File: src/rtl/nn_pkg.sv
// Shared constants and state encoding for the neural-network datapath stages.
package nn_pkg;

  localparam int SUM_W  = 20;
  localparam int ACT_W  = 8;
  localparam int BIAS_W = 16;

  typedef enum logic [1:0] {
    ACCUM,
    FINAL,
    OUT
  } accum_state_t;

endpackage

File: src/rtl/act_quant.sv
// Combinational requantiser: bias add, round-to-nearest, arithmetic shift,
// ReLU and saturation to an unsigned 8-bit activation.
module act_quant
  import nn_pkg::*;
#(
  parameter int ACC_W     = 24,
  parameter int OUT_SHIFT = 8
) (
  input  logic [ACC_W-1:0]  acc_i,
  input  logic [BIAS_W-1:0] bias_i,
  output logic [ACT_W-1:0]  act_o
);

  localparam int EXT_W = ACC_W + 1;
  localparam logic [EXT_W-1:0] ROUND = EXT_W'(1) << (OUT_SHIFT - 1);

  logic signed [EXT_W-1:0] accExt;
  logic signed [EXT_W-1:0] biasExt;
  logic signed [EXT_W-1:0] total;
  logic signed [EXT_W-1:0] shifted;

  // One extra bit of headroom keeps the bias and rounding additions from wrapping.
  always_comb begin
    accExt  = {acc_i[ACC_W-1], acc_i};
    biasExt = {{(EXT_W-BIAS_W){bias_i[BIAS_W-1]}}, bias_i};
    total   = accExt + biasExt + $signed(ROUND);
    shifted = total >>> OUT_SHIFT;
    if (shifted[EXT_W-1]) begin
      act_o = '0;
    end else if (|shifted[EXT_W-2:ACT_W]) begin
      act_o = '1;
    end else begin
      act_o = shifted[ACT_W-1:0];
    end
  end

endmodule

File: src/rtl/neuron_accum.sv
// Accumulates NUM_CHUNKS partial sums per neuron, requantises the result and
// offers the activation on a valid/ready output.
module neuron_accum
  import nn_pkg::*;
#(
  parameter int NUM_CHUNKS = 4,
  parameter int ACC_W      = 24,
  parameter int OUT_SHIFT  = 8
) (
  input  logic              clk,
  input  logic              rst,
  input  logic [SUM_W-1:0]  sum_in,
  input  logic              sum_valid,
  output logic              in_ready,
  input  logic [BIAS_W-1:0] bias_in,
  output logic [ACT_W-1:0]  act_out,
  output logic              out_valid,
  input  logic              out_ready,
  output logic              overrun
);

  localparam int CNT_W = (NUM_CHUNKS > 1) ? $clog2(NUM_CHUNKS) : 1;
  localparam logic [CNT_W-1:0] LAST_CNT = CNT_W'(NUM_CHUNKS - 1);

  accum_state_t     state_q, state_d;
  logic [ACC_W-1:0] acc_q, acc_d;
  logic [CNT_W-1:0] cnt_q, cnt_d;
  logic [ACT_W-1:0] actOut_q, actOut_d;
  logic             outValid_q, outValid_d;
  logic             overrun_q, overrun_d;
  logic [ACC_W-1:0] sumExt;
  logic [ACT_W-1:0] quantAct;

  assign sumExt    = {{(ACC_W-SUM_W){sum_in[SUM_W-1]}}, sum_in};
  assign in_ready  = (state_q == ACCUM);
  assign act_out   = actOut_q;
  assign out_valid = outValid_q;
  assign overrun   = overrun_q;

  act_quant #(
    .ACC_W    (ACC_W),
    .OUT_SHIFT(OUT_SHIFT)
  ) u_quant (
    .acc_i (acc_q),
    .bias_i(bias_in),
    .act_o (quantAct)
  );

  always_ff @(posedge clk) begin
    if (rst) begin
      state_q    <= ACCUM;
      acc_q      <= '0;
      cnt_q      <= '0;
      actOut_q   <= '0;
      outValid_q <= 1'b0;
      overrun_q  <= 1'b0;
    end else begin
      state_q    <= state_d;
      acc_q      <= acc_d;
      cnt_q      <= cnt_d;
      actOut_q   <= actOut_d;
      outValid_q <= outValid_d;
      overrun_q  <= overrun_d;
    end
  end

  // Samples arriving outside ACCUM are dropped and only raise the sticky overrun flag.
  always_comb begin
    state_d    = state_q;
    acc_d      = acc_q;
    cnt_d      = cnt_q;
    actOut_d   = actOut_q;
    outValid_d = outValid_q;
    overrun_d  = overrun_q | (sum_valid & ~in_ready);
    case (state_q)
      ACCUM: begin
        if (sum_valid) begin
          acc_d = acc_q + sumExt;
          if (cnt_q == LAST_CNT) begin
            cnt_d   = '0;
            state_d = FINAL;
          end else begin
            cnt_d = cnt_q + CNT_W'(1);
          end
        end
      end
      FINAL: begin
        actOut_d   = quantAct;
        outValid_d = 1'b1;
        acc_d      = '0;
        state_d    = OUT;
      end
      OUT: begin
        if (out_ready) begin
          outValid_d = 1'b0;
          state_d    = ACCUM;
        end
      end
      default: state_d = ACCUM;
    endcase
  end

endmodule

File: config.mk
export PLATFORM = sky130hd
export DESIGN_NAME = neuron_accum
export DESIGN_NICKNAME = d
export VERILOG_FILES = /design/src/rtl/nn_pkg.sv /design/src/rtl/act_quant.sv /design/src/rtl/neuron_accum.sv
export SDC_FILE = /design/constraint.sdc
export NUM_CORES = 1
export LEC_CHECK = 0
export ABC_CLOCK_PERIOD_IN_PS = 10700
export BUFFER_PORTS_ARGS = -buffer_cell sky130_fd_sc_hd__clkbuf_2
export CAP_MARGIN = 5
export CORE_MARGIN = 2
export CORE_UTILIZATION = 50
export DETAILED_ROUTE_END_ITERATION = 12
export HOLD_SLACK_MARGIN = 0.02
export MAX_ROUTING_LAYER = met4
export PLACE_DENSITY_LB_ADDON = 0.05
export SLEW_MARGIN = 20
export SYNTH_ARGS = -nofsm -noshare
export SYNTH_HDL_FRONTEND = slang
export SYNTH_HIERARCHICAL = 1
export SYNTH_SLANG_ARGS = --single-unit
File: constraint.sdc
create_clock -name clk -period 10.7 [get_ports clk]
set_input_delay 2.675 -clock clk [delete_from_list [all_inputs] [get_ports clk]]
set_output_delay 2.675 -clock clk [all_outputs]
set_load 0.02 [all_outputs]
==> impl_metrics.yaml <==
finish:
  final_core_util_pct: 55.19
  flow.area_growth_from_synthesis_pct: 7.558
  antennaDiodeCount: 0
  drive_above_1_share_pct: 16.30
  final_common_cell: "sky130_fd_sc_hd__nand2_1"
  stdcell_area_um2: 4790
  most-common-layout-cells: "72 x sky130_fd_sc_hd__nand2_1, 69 x sky130_fd_sc_hd__ha_1, 63 x sky130_fd_sc_hd__a21oi_1"
  finalNetCount: 704
  fillers: 871
die:
  initial_core_util_pct: 51.31
  floorplan.die_area_um2: 9677
  boundaryPins: 51
  std_cell_rows: 34
  core-area_um2: 8678
  floorplan.die.width_um: 98.37
  die_h_um: 98.37
timing:
  unrepaired_setup_endpoints_after_global_routing: "false"
  fmaxAchievable_ghz: 0.1857
  tightest_slew_ps: 773.4
  post-route-min-period_ps: 5385
  final_min_period_over_clock_period_pct: 50.33
  postLayoutSetupSlackWorst_ps: 5315
  timing.hold.ws_ps: 455.7
  finalSetupViolCount: 0
  maxSlewViolCount: 0
  timing.max_slew.rel_slack_pct: 48.44
  timing_hold_violations_final: 0
  fin_tns_setup_ps: 0
  finClkSkew_ps: 3.650
synth:
  synth_cell_type_count: 77
  post_synth_instance_area_um2: 4453
  synthArstFlopShare_pct: 0
  yosys.area_share.simple_pct: 21.02
  synth_sequential_area_ratio_pct: 17.08
  synth_edf_count: 0
  cells_after_synth: 563
  yosys_register_bits: 38
  synth_top_family_by_area: "compound AO/OA/AOI/OAI gates"
  yosys_warnings: 6
  syn-num-nets: 673
  xor_xnor_cell_area_share_of_the_yosys_netlist_pct: 6.069
  post_synth_mux_area_share_pct: 1.124
  synthAdderAreaFrac_pct: 19.84
  most_frequently_used_flop_master_after_synthesis: "sky130_fd_sc_hd__dfxtp_1"
  synth_compound_area_share_pct: 29.95
  synthesis.area_per_instance_um2: 7.909
min_path:
  worst_min_delay_path_class: "reg2reg"
  worst_hold_startpoint: "act_out[3]"
  whs_path_depth: 2
  hold_path_end: "act_out[3]"
setup_path:
  critPathMaxFanout: 8
  critPathBufInv: 1
  crit_path_end_kind: "flip-flop"
  cp_cell_sequence: "clkbuf_2, ha_1, ha_1, nand4_1, or2_2, a211o_1, and3_1, xnor2_1, a2111oi_2, nand4_4, o21a_1, nand2_1, a21oi_1"
  critPathSlowestCell: "sky130_fd_sc_hd__ha_1"
  reg2reg_slack_ps: 7410
  critPathMaxStageDelay_ps: 440
  r2r_start: "acc_q[12]"
  r2r-end: "act_out[4]"
  critPathLaunchType: "input pin"
  worst_ep_arrival_time_ps: 5550
  worst_path_dominant_cell_family: "simple AND/OR/NAND/NOR gates"
  rr_worst_depth: 12
  timing.setup.critical_path_class: "in2reg"
  required_time_worst_endpoint_ps: 10870
  cpMostUsedCell: "sky130_fd_sc_hd__ha_1"
detailed_routing:
  vias_per_cell: 6.003
  detailroute.via_count: 4220
  total_length_of_routed_wires_um: 11830
  routed_wire_length_per_instance_um: 16.83
  first_pass_iters: 5
  remaining_drc_errors: 0
  drt.antenna.violating_nets: 0
  drt_iter0_markers: 199
place:
  placedInstanceArea_um2: 4695
  placement.setup.worst_slack_ps: 5022
  gpl_congestion: 0.9533
  placement.io_buffers: 50
  hpwl_um: 9445
global_route:
  via_count_of_the_first_global_routing_pass: 4040
  antenna_found_initial: 0
  grt_remaining_overflow: 0
  first_pass_grt_wire_length_um: 19950
  largest_net_degree_at_the_start_of_global_routing: 29
  grt_util_all_layers_pct: 25.73
run:
  max_cap_viol_count: 0
clocking:
  clkTransAtPathRegs_ps: 80
  cts_max_level: 2
  cts_tree: "done"
  number_of_buffers_created_by_cts: 5
  post_cts.repair.setup_buffers: 0
  cts-resized-gates: 0
  hold_buffers: 0
  clock_tree.buffer_depth: 2
  clock_sink_count: 38
  insertion_delay_ps: 300
  clockRootBuffer: "sky130_fd_sc_hd__clkbuf_8"
status:
  status: "finished, final reports clean"
power_and_ir_drop:
  total_leakage_power_uw: 0.002132
  power_density_over_the_cells_nw_per_um2: 155.3
  ir_drop_worst_case_vdd_v: 0.00006962
## worst reg2reg max path: stages (launching register included)
cell	delay, ps
sky130_fd_sc_hd__dfxtp_1	350
sky130_fd_sc_hd__ha_1	310
sky130_fd_sc_hd__ha_1	440
sky130_fd_sc_hd__nand4_1	240
sky130_fd_sc_hd__or2_2	340
sky130_fd_sc_hd__a211o_1	270
sky130_fd_sc_hd__and3_1	180
sky130_fd_sc_hd__xnor2_1	130
sky130_fd_sc_hd__a2111oi_2	340
sky130_fd_sc_hd__nand4_4	200
sky130_fd_sc_hd__o21a_1	230
sky130_fd_sc_hd__nand2_1	60
sky130_fd_sc_hd__a21oi_1	60
## how the worst max path moves through the flow
stage	cells after the start	endpoint	slack, ps	start
after global placement	12	act_out[1]	5080	bias_in[10]
after detailed placement	13	act_out[4]	5020	bias_in[12]
after global routing	12	act_out[5]	5150	bias_in[15]
final	13	act_out[4]	5320	bias_in[12]
after floorplan	12	act_out[7]	5440	bias_in[4]
after CTS	12	act_out[4]	5330	bias_in[11]
## metrics by stage
step / instances / power (uW)
after global placement: 695 / 621.6
final: 703 / 743.8
after CTS: 703 / 740.2
after global routing: 703 / 803.9
after floorplan: 563 / 544.0
after detailed placement: 695 / 625.0
## layer usage
metal	up-vias	part of all wire (%)	global-route usage, %
met5	-	0	-
li1	2143	-	-
met4	0	1.8	6.533
met1	1916	47	33.94
met3	22	5.3	3.293
met2	139	46	41.81
## state kept, by name, indices dropped and copies added (netlist names)
signal and count:
acc_q 24, act_out 8, cnt_q 2, out_valid 1
overrun 1, state_q 2
## where the power goes
part | total (uW) | internal [uW] | switching (uW)
Combinational | 454 | 185 | 270
Sequential | 178 | 158 | 20.2
Clock | 111 | 52.0 | 59.0
Total | 744 | 395 | 349
## kinds of logic (layout without fill, tap and decap cells)
kind of cell | count (synthesis) | after routing
DFF | 38 | 38
AOI/OAI and AO/OA | 190 | 190
xor gates and xnor gates | 30 | 30
muxes | 5 | 5
buffers and inverters | 44 | 76
adders and majority gates | 70 | 70
and+or+nand+nor | 186 | 186
## synth_stat cells, drive strengths merged (2+ instances only)
cell | n | area [um^2]
a2111oi | 4 | 67.57
a211o | 3 | 26.28
a211oi | 9 | 95.10
a21boi | 2 | 18.77
a21o | 12 | 93.84
a21oi | 70 | 376.6
a31oi | 5 | 31.28
a32o | 3 | 30.03
and2 | 5 | 32.54
and3 | 12 | 76.33
and4 | 4 | 37.54
buf | 16 | 107.6
clkbuf | 12 | 51.30
dfxtp | 38 | 760.7
ha | 69 | 863.3
inv | 16 | 60.06
mux2i | 5 | 50.05
nand2 | 73 | 276.5
nand2b | 5 | 31.28
nand3 | 19 | 100.1
nand4 | 12 | 90.09
nor2 | 31 | 116.4
nor2b | 4 | 25.02
nor3 | 9 | 45.04
nor3b | 3 | 22.52
nor4 | 2 | 27.53
o211ai | 5 | 37.54
o21a | 16 | 120.1
o21ai | 42 | 225.2
o21bai | 2 | 15.01
o221ai | 2 | 23.77
o31ai | 3 | 22.52
or3 | 2 | 12.51
xnor2 | 20 | 182.7
xor2 | 10 | 87.58
## cell type report
| type | count | area, um^2 | share of cell area [%] |
|---|---|---|---|
| clock inverters | 2 | 12.51 | 0.2612 |
| repair buffers | 52 | 265.3 | 5.538 |
| inverters | 16 | 60.06 | 1.254 |
| multi-input cells | 481 | 3473 | 72.52 |
| flip-flops and latches | 38 | 760.7 | 15.88 |
| clock buffers | 6 | 82.58 | 1.724 |
| well taps | 108 | 135.1 | 2.821 |
No activity file was read; power rests on OpenSTA's default activity.
